**config.mk**
```make
export PLATFORM = sky130hd
export DESIGN_NAME = mem_arbiter
export DESIGN_NICKNAME = d
export VERILOG_FILES = /design/src/rtl/mem_arb_pkg.sv /design/src/rtl/rr_arb2.sv /design/src/rtl/mem_arbiter.sv
export SDC_FILE = /design/constraint.sdc
export NUM_CORES = 1
export LEC_CHECK = 0
export BUFFER_PORTS_ARGS = -buffer_cell sky130_fd_sc_hd__buf_2
export CORE_AREA = 3 3 105 107
export CTS_BUF_LIST = sky130_fd_sc_hd__clkbuf_8
export CTS_CLUSTER_DIAMETER = 30
export DETAILED_ROUTE_END_ITERATION = 10
export DIE_AREA = 0 0 108 110
export GPL_TIMING_DRIVEN = 0
export RECOVER_POWER = 100
export SLEW_MARGIN = 0
export SYNTH_ARGS = -nofsm -noshare
export SYNTH_HDL_FRONTEND = slang
export SYNTH_SLANG_ARGS = --single-unit
```
**constraint.sdc**
```tcl
create_clock -name clk_i -period 2 [get_ports clk_i]
set_input_delay 0 -clock clk_i [delete_from_list [all_inputs] [get_ports clk_i]]
set_output_delay 0 -clock clk_i [all_outputs]
set_load 0.01 [all_outputs]
```
**src/rtl/mem_arb_pkg.sv**
```systemverilog
// Shared types for the instruction/data SRAM arbiter.
// Response owner encoding and word-size helpers.
package mem_arb_pkg;

  localparam int DEF_DATA_WIDTH = 32;
  localparam int BYTES_PER_WORD = DEF_DATA_WIDTH / 8;

  typedef enum logic [1:0] {
    OWN_NONE,
    OWN_INSTR,
    OWN_DATA
  } owner_e;

  function automatic int bytes_per_word(input int dw);
    return dw / 8;
  endfunction

endpackage

```
**src/rtl/rr_arb2.sv**
```systemverilog
// Two-way round-robin arbiter, req[0]=instr, req[1]=data.
// Ports: clk_i, rst_ni, req_i[1:0] in; gnt_o[1:0] out (combinational).
module rr_arb2 (
  input  logic       clk_i,
  input  logic       rst_ni,
  input  logic [1:0] req_i,
  output logic [1:0] gnt_o
);

  // 1 = last grant went to data, so instr wins the next tie
  logic r_last_d;

  assign gnt_o[0] = req_i[0] & (~req_i[1] | r_last_d);
  assign gnt_o[1] = req_i[1] & (~req_i[0] | ~r_last_d);

  always_ff @(posedge clk_i or negedge rst_ni) begin
    if (!rst_ni) begin
      r_last_d <= 1'b1;
    end else if (|gnt_o) begin
      r_last_d <= gnt_o[1];
    end
  end

endmodule

```
**src/rtl/mem_arbiter.sv**
```systemverilog
// Shares one single-port 1-cycle-latency SRAM between fetch and data ports.
// Ports: instr_*/data_* core req/gnt/rvalid ports, mem_* SRAM side, oob_o/clr_oob_i, contention_cnt_o.
module mem_arbiter
  import mem_arb_pkg::*;
#(
  parameter int                    ADDR_WIDTH     = 32,
  parameter int                    DATA_WIDTH     = 32,
  parameter int                    MEM_ADDR_WIDTH = 14,
  parameter logic [ADDR_WIDTH-1:0] BASE_ADDR      = '0,
  parameter int                    CNT_WIDTH      = 16
) (
  input  logic                      clk_i,
  input  logic                      rst_ni,
  input  logic                      instr_req_i,
  output logic                      instr_gnt_o,
  output logic                      instr_rvalid_o,
  input  logic [ADDR_WIDTH-1:0]     instr_addr_i,
  output logic [DATA_WIDTH-1:0]     instr_rdata_o,
  input  logic                      data_req_i,
  output logic                      data_gnt_o,
  output logic                      data_rvalid_o,
  input  logic                      data_we_i,
  input  logic [DATA_WIDTH/8-1:0]   data_be_i,
  input  logic [ADDR_WIDTH-1:0]     data_addr_i,
  input  logic [DATA_WIDTH-1:0]     data_wdata_i,
  output logic [DATA_WIDTH-1:0]     data_rdata_o,
  output logic                      mem_en_o,
  output logic                      mem_we_o,
  output logic [DATA_WIDTH/8-1:0]   mem_be_o,
  output logic [MEM_ADDR_WIDTH-1:0] mem_addr_o,
  output logic [DATA_WIDTH-1:0]     mem_wdata_o,
  input  logic [DATA_WIDTH-1:0]     mem_rdata_i,
  output logic                      oob_o,
  input  logic                      clr_oob_i,
  output logic [CNT_WIDTH-1:0]      contention_cnt_o
);

  localparam int BPW = bytes_per_word(DATA_WIDTH);

  logic [1:0]            w_req;
  logic [1:0]            w_gnt;
  logic                  w_any;
  logic [ADDR_WIDTH-1:0] w_addr;
  logic [ADDR_WIDTH-1:0] w_off;
  logic                  w_inr;
  logic                  w_dsel;
  logic                  w_unused;

  owner_e                r_owner;
  logic                  r_rsp_oob;
  logic                  r_oob;
  logic [CNT_WIDTH-1:0]  r_cnt;
  logic [DATA_WIDTH-1:0] w_rdata;

  assign w_req = {data_req_i, instr_req_i};

  rr_arb2 u_arb (
    .clk_i (clk_i),
    .rst_ni(rst_ni),
    .req_i (w_req),
    .gnt_o (w_gnt)
  );

  assign instr_gnt_o = w_gnt[0];
  assign data_gnt_o  = w_gnt[1];
  assign w_any       = |w_gnt;

  assign w_addr = w_gnt[1] ? data_addr_i : instr_addr_i;
  assign w_off  = w_addr - BASE_ADDR;
  // wrap-around below BASE_ADDR lands in the high bits, so it reads as out of range
  assign w_inr  = (w_off[ADDR_WIDTH-1:MEM_ADDR_WIDTH+2] == '0);
  assign w_dsel = w_gnt[1] & w_inr;
  // byte offset within a word is ignored
  assign w_unused = ^w_off[1:0];

  assign mem_en_o    = w_any & w_inr;
  assign mem_we_o    = w_dsel & data_we_i;
  assign mem_be_o    = w_dsel ? data_be_i : {BPW{1'b0}};
  assign mem_addr_o  = mem_en_o ? w_off[MEM_ADDR_WIDTH+1:2] : '0;
  assign mem_wdata_o = data_wdata_i;

  always_ff @(posedge clk_i or negedge rst_ni) begin
    if (!rst_ni) begin
      r_owner   <= OWN_NONE;
      r_rsp_oob <= 1'b0;
    end else begin
      unique case (1'b1)
        w_gnt[0]: r_owner <= OWN_INSTR;
        w_gnt[1]: r_owner <= OWN_DATA;
        default:  r_owner <= OWN_NONE;
      endcase
      r_rsp_oob <= w_any & ~w_inr;
    end
  end

  always_ff @(posedge clk_i or negedge rst_ni) begin
    if (!rst_ni) begin
      r_oob <= 1'b0;
    end else if (w_any & ~w_inr) begin
      r_oob <= 1'b1;
    end else if (clr_oob_i) begin
      r_oob <= 1'b0;
    end
  end

  always_ff @(posedge clk_i or negedge rst_ni) begin
    if (!rst_ni) begin
      r_cnt <= '0;
    end else if (instr_req_i & data_req_i & ~&r_cnt) begin
      r_cnt <= r_cnt + {{(CNT_WIDTH-1){1'b0}}, 1'b1};
    end
  end

  // rdata is zero when idle or when the access fell outside the SRAM
  assign w_rdata = (r_owner != OWN_NONE && !r_rsp_oob) ? mem_rdata_i : '0;

  assign instr_rvalid_o   = (r_owner == OWN_INSTR);
  assign data_rvalid_o    = (r_owner == OWN_DATA);
  assign instr_rdata_o    = w_rdata;
  assign data_rdata_o     = w_rdata;
  assign oob_o            = r_oob;
  assign contention_cnt_o = r_cnt;

endmodule
```
# Yosys cells after proc, flatten, opt, wreduce, memory -nomap -nowiden
# Cells that the tools add are included.
# classes
addsub	1
eq_ne	2
n_mux	7
n_bitwise	14
n_reduce_logical	8
# ops
op	n
two-way mux 32 bit	2
adder 16 x 1 -> 16 bit, second input constant	1
zero test 16 bit	1
AND reduction 16 bit	1
two-way mux 14 bit	1
AND 1 bit	8
two-way mux 4 bit	1
NOT 1 bit	4
case mux 2 bit (2 select lines)	1
nonzero test 2 bit	2
equality test 2 x 1 -> 1 bit, second input constant	1
equality test 2 bit, second input constant	1
zero test 1 bit	2
two-way mux 1 bit	2
bitwise OR 1 bit	2
OR reduction 2 bit	1
logical AND 1 bit	1
# totals
ff_bits	21
input_bits	138
out_inout_bits	137

# Longest topological paths before layout
# depth
ltp_word	8
ltp_mapped	6
depth_no_buf	5

# Cells and area by module
# From an unflattened synthesis, not the netlist that was laid out.
# unflattened
cells_unflattened	256
area_unflattened_um2	2128.3
# modules_own_cells
module	instances	cells_per_inst	area_each_um2	seq_area_each_um2
mem_arbiter	1	250	2074.5	500.5
rr_arb2	1	6	53.8	26.3

# Worst setup path after synthesis
# No wires, ideal clock.
# synth_path
path_kind	flip-flop to flip-flop
startpoint	reg r_cnt[0] (netlist: contention_cnt_o[0])
endpoint	reg r_cnt[1] (netlist: contention_cnt_o[1])
setup_time_ps	128
arrival_ps	1651
slack_ps	221
stages_incl_launch_ff	7
n_path_buf	1
cell_sequence	dfrtp_1 -> ha_1 -> and4_1 -> and4b_1 -> buf_2 -> nor2_1 -> mux2_1
# synth_between
elab_chain_len	3
word_cells_on_any_way	4
cone_classes	add/sub (1); bitwise (1); reduce/logical (2)
# synth_lines
item	line_no	rtl
from (decl)	mem_arbiter.sv:52	logic [CNT_WIDTH-1:0] r_cnt;
from (signal assigned)	mem_arbiter.sv:110	r_cnt <= r_cnt + {{(CNT_WIDTH-1){1'b0}}, 1'b1};
branches (longest 3 deep; another with adder 16 x 1 -> 16 bit)	n/a	
# Several ways; the timed one is not identified.
# A chain may end at the register's enable or synchronous reset.

# Worst setup path in the final report
# layout_path
startpoint	reg u_arb.r_last_d
endpoint	out mem_addr_o[5]
# layout_between
elab_chain_len	7
word_cells_on_any_way	10
cone_classes	mux (2); bitwise (6); reduce/logical (2)
# layout_lines
item	line_no	rtl
from (decl)	rr_arb2.sv:11	logic r_last_d;
from (signal assigned)	rr_arb2.sv:20	r_last_d <= gnt_o[1];
NOT 1 bit	rr_arb2.sv:14	assign gnt_o[1] = req_i[1] & (~req_i[0] | ~r_last_d);
bitwise OR 1 bit	rr_arb2.sv:14	
AND 1 bit	rr_arb2.sv:14	
two-way mux 32 bit	mem_arbiter.sv:68	assign w_addr = w_gnt[1] ? data_addr_i : instr_addr_i;
zero test 16 bit	mem_arbiter.sv:71	assign w_inr = (w_off[ADDR_WIDTH-1:MEM_ADDR_WIDTH+2] == '0);
AND 1 bit	mem_arbiter.sv:76	assign mem_en_o = w_any & w_inr;
two-way mux 14 bit (*)	mem_arbiter.sv:79	assign mem_addr_o = mem_en_o ? w_off[MEM_ADDR_WIDTH+1:2] : '0;
to (decl)	mem_arbiter.sv:30	output logic [MEM_ADDR_WIDTH-1:0] mem_addr_o,
# Every way passes the cells marked *; elsewhere a longest branch is shown, timed or not.

==> metrics.log <==
[metrics] Gate Count Post-Synth: ~240
[metrics] ratio of total power to cell area: about 420 nW/um^2
[metrics] Data arrival, critical path: 1.89 ns
[metrics] Worst setup SP type: flop
[metrics] total number of vias: 2526
[metrics] site row count: 37
[metrics] warnings from Yosys: 0
[metrics] Clock Sink Count: 21
[metrics] overall fraction of global-route tracks in use: 0.1169
[metrics] Final GP Congestion: 0.7036
[metrics] MaxCap Viol Count: 0
[metrics] clock network power share: 0.190
[metrics] die span in x: ~110 microns
[metrics] Post-layout nets: 630
[metrics] source of the critical timing path: u_arb.r_last_d
[metrics] Hold Path Cell Cnt: 2
[metrics] final-report hold violation count: 0
[metrics] insertion delay of the later-clocked pin in the worst-skew pair: between 0.2 and 0.3 ns
[metrics] Crit Path Class: reg -> out
[metrics] Avg Inst Size Synth: between 8 and 9 sq um
[metrics] ys async rst share: 1.000
[metrics] register-to-register setup slack: 0.13 ns
[metrics] post-route fraction of the period consumed by the critical path: 0.9439
[metrics] Primary FF master, synth: sky130_fd_sc_hd__dfrtp_1
[metrics] vias in the first global route: around 2.3k
[metrics] total net switching power: 525.3 uW
[metrics] largest area contributor in the synthesized netlist: sky130_fd_sc_hd__dfrtp_1
[metrics] final design utilization: 0.3451
[metrics] maximum operating frequency: between 500 and 600 MHz
[metrics] Max Root-Sink Buffers: 2
[metrics] Slew headroom: 0.2462
[metrics] maximum number of pins on one net before global-route repair: 22
[metrics] fraction of met1 tracks used by global routing: 0.1459
[metrics] area share of the leading cell type in the synthesized netlist: 0.2347
[metrics] cell area after synthesis: about 2100 sq um
[metrics] most common cell in the netlist: sky130_fd_sc_hd__buf_4
[metrics] global-route wire length before repair: around 11 mm
[metrics] internal power summed over all cells: 946.0 uW
[metrics] number of enable flip-flop cells after synthesis: 0
[metrics] worst reg-to-reg path cell count: 6
[metrics] result of the run: finished, final reports clean
[metrics] initial cell density of the core: 0.2084
[metrics] Synth Register Bits: 21
[metrics] Ant. Diodes: 0
[metrics] estimated wirelength of the detail-placed design: ~7.3 mm
[metrics] sequential fraction of the synthesis area: 0.2471
[metrics] share of final-layout standard cells stronger than drive strength 1: 0.5306
[metrics] Worst Hold Class: in -> reg
[metrics] total negative slack: 0 ns
[metrics] clock root buffer: sky130_fd_sc_hd__clkbuf_8
[metrics] shortest clock period the worst path allows after layout: roughly 1.9 ns
[metrics] layer with the highest usage: met2
[metrics] Total Die Area: between 10000 and 15000 sq um
[metrics] number of antenna violations at the first check in global routing: 0
[metrics] Ports: roughly 280
[metrics] unrepaired setup endpoints after global routing: no
[metrics] global-route congestion overflow total: 0
[metrics] P&R area growth vs syn: 65.61%
[metrics] worst clock skew on the final layout: 0.001437 ns
[metrics] iteration-0 DRC count of the detailed router: between 50 and 60
[metrics] top cells by count, synth: sky130_fd_sc_hd__buf_4, sky130_fd_sc_hd__and2_1, sky130_fd_sc_hd__dfrtp_1
[metrics] Crit path required time: about 2 ns
[metrics] CTS buffer count: 3
[metrics] transition time at the pin with the least slew margin: 1.131 ns
[metrics] Final setup viols: 0
[metrics] drc violations: 0
[metrics] Wirelength per Cell: ~13 microns
[metrics] cells taking the most area after synthesis: sky130_fd_sc_hd__dfrtp_1, sky130_fd_sc_hd__buf_4, sky130_fd_sc_hd__and2_1
[metrics] number of nets in the synthesized netlist: approximately 380
[metrics] number of different library cells in the post-synthesis netlist: 43
[metrics] die boundary height: ~110 microns
[metrics] sequential power share: 0.392
[metrics] leakage power total: 1.915 nW
[metrics] drt total wl: approximately 8.4 mm
[metrics] core area: just over 10000 sq um
[metrics] critical path endpoint: mem_addr_o[5]
[metrics] proportion of total power due to net switching: 0.3570
[metrics] startpoint of the lowest-slack register-to-register path: contention_cnt_o[0]
[metrics] via density per instance: around 4.0
[metrics] kind of capture point of the worst setup path: primary output
[metrics] number of H-tree levels: 1
[metrics] register clock-pin slew on the reported worst setup and hold paths: 0.08 ns
[metrics] total of buffers placed on input and output ports: roughly 240
[metrics] count of nets left with antenna violations after detail routing: 0
[metrics] final-report max-slew violation count: 0
[metrics] global-route met3 utilization: 0.02213
[metrics] TritonCTS clock tree: built
[metrics] DRT Pass-1 Iters: 4
[metrics] CP Max Fanout: 7
[metrics] proportion of power drawn by combinational gates: 0.418
[metrics] FF-to-FF End: contention_cnt_o[1]
[metrics] IR drop worst, VDD: ~0.44 mV
[metrics] GR met2 Demand/Resource: 0.2167
[metrics] Final Power: 1.471 mW
routing by layer:
| layer | share of wire | routed length [microns] | up-vias |
|---|---|---|---|
| li1 | - | - | 1254 |
| met1 | 0.38 | 3211 | 1143 |
| met2 | 0.52 | 4323 | 126 |
| met3 | 0.096 | 803 | 3 |
| met4 | 0.0017 | 14 | 0 |
| met5 | 0 | 0 | - |
registers in the layout, summed over array words and instances, names as in the netlist:
register	count
contention_cnt_o	16
oob_o	1
r_owner	2
r_rsp_oob	1
u_arb.r_last_d	1
power by group through the flow:
stage | clock [mW] | combinational (mW) | sequential (mW)
after global placement | 0 | 0.633 | 0.581
after CTS | 0.293 | 0.648 | 0.576
final | 0.280 | 0.615 | 0.576
after detailed placement | 0 | 0.640 | 0.583
after floorplan | 0 | 0.314 | 0.595
after global routing | 0.307 | 0.685 | 0.593
cells by family after synthesis:
family	synth area share
xor+xnor	0.04930
fa+ha+maj	0.005868
simple gates	0.2881
mux	0.07629
flops	0.2471
compound gates	0.08334
buf+inv	0.2500
metrics by stage:
stage | setup WS [ns] | cell area (sq um) | hold WS, ns | instances
2_1_floorplan | 0.2211 | 2132 | -0.2956 | 238
3_3_place_gp | 0.1676 | 3493 | -0.02148 | 612
3_5_place_dp | 0.1389 | 3493 | -0.01824 | 612
4_1_cts | 0.03706 | 3572 | 0.02895 | 619
5_1_grt | 0.009208 | 3531 | 0.06689 | 626
6_report | 0.1122 | 3531 | 0.04254 | 626
critical path, stage by stage, from the launching register on:
cell,delay (ns)
sky130_fd_sc_hd__dfstp_2,0.54
sky130_fd_sc_hd__a21boi_2,0.05
sky130_fd_sc_hd__buf_6,0.13
sky130_fd_sc_hd__nor3_4,0.20
sky130_fd_sc_hd__nand4b_4,0.18
sky130_fd_sc_hd__clkbuf_16,0.21
sky130_fd_sc_hd__a21oi_2,0.12
sky130_fd_sc_hd__clkbuf_1,0.18
layout make-up:
class	instances	area, sq um
Timing Repair Buffer	248	1194
Inverter	2	7.507
Buffer	72	528.0
Clock inverter	1	5.005
Clock buffer	3	41.29
Sequential cell	21	526.8
Multi-Input combinational cell	143	1059
Fill cell	1158	6700
Tap cell	136	170.2
how the worst min path moves through the flow:
stage | start | to | slack [ns]
floorplan | rst_ni | contention_cnt_o[0] | -0.30
global placement | rst_ni | contention_cnt_o[9] | -0.02
detailed placement | rst_ni | contention_cnt_o[9] | -0.02
CTS | instr_req_i | r_owner[1] | 0.03
global route | data_req_i | r_owner[1] | 0.07
finish | data_req_i | r_owner[1] | 0.04
cell usage in the layout (no fill, tap or decap), types with 2 or more instances in the layout:
master | netlist | layout
sky130_fd_sc_hd__buf_2 | 3 | 153
sky130_fd_sc_hd__clkbuf_1 | 3 | 81
sky130_fd_sc_hd__buf_4 | 65 | 64
sky130_fd_sc_hd__and2_0 | 0 | 33
sky130_fd_sc_hd__dfrtp_1 | 20 | 20
sky130_fd_sc_hd__mux2i_1 | 14 | 14
sky130_fd_sc_hd__a21oi_2 | 9 | 9
sky130_fd_sc_hd__clkbuf_2 | 0 | 9
sky130_fd_sc_hd__xor2_1 | 8 | 8
sky130_fd_sc_hd__clkbuf_4 | 0 | 8
sky130_fd_sc_hd__nand2_1 | 7 | 7
sky130_fd_sc_hd__a21oi_1 | 7 | 7
sky130_fd_sc_hd__and2_1 | 39 | 6
sky130_fd_sc_hd__nor4_1 | 5 | 6
sky130_fd_sc_hd__and3_1 | 5 | 5
sky130_fd_sc_hd__nor2_1 | 5 | 4
sky130_fd_sc_hd__nand4_1 | 4 | 4
sky130_fd_sc_hd__xnor2_1 | 4 | 4
sky130_fd_sc_hd__nand3_1 | 4 | 3
sky130_fd_sc_hd__nor4b_1 | 0 | 3
sky130_fd_sc_hd__clkbuf_8 | 0 | 3
sky130_fd_sc_hd__dlygate4sd3_1 | 0 | 3
sky130_fd_sc_hd__inv_1 | 2 | 2
sky130_fd_sc_hd__nor4_2 | 3 | 2
sky130_fd_sc_hd__nor2b_1 | 2 | 2
sky130_fd_sc_hd__and4_1 | 2 | 2
sky130_fd_sc_hd__o21ai_0 | 1 | 2
sky130_fd_sc_hd__mux2_1 | 2 | 2
sky130_fd_sc_hd__nor3b_1 | 2 | 2
timing repair:
action	in CTS	in global routing
hold buffers	3	0
gates resized for setup	1	8
setup endpoints to repair	2	41
pin swaps	0	1
cloned	0	1
endpoints found under the hold margin	22	0
setup buffers	0	6
No activity file was read; power rests on OpenSTA's default activity.
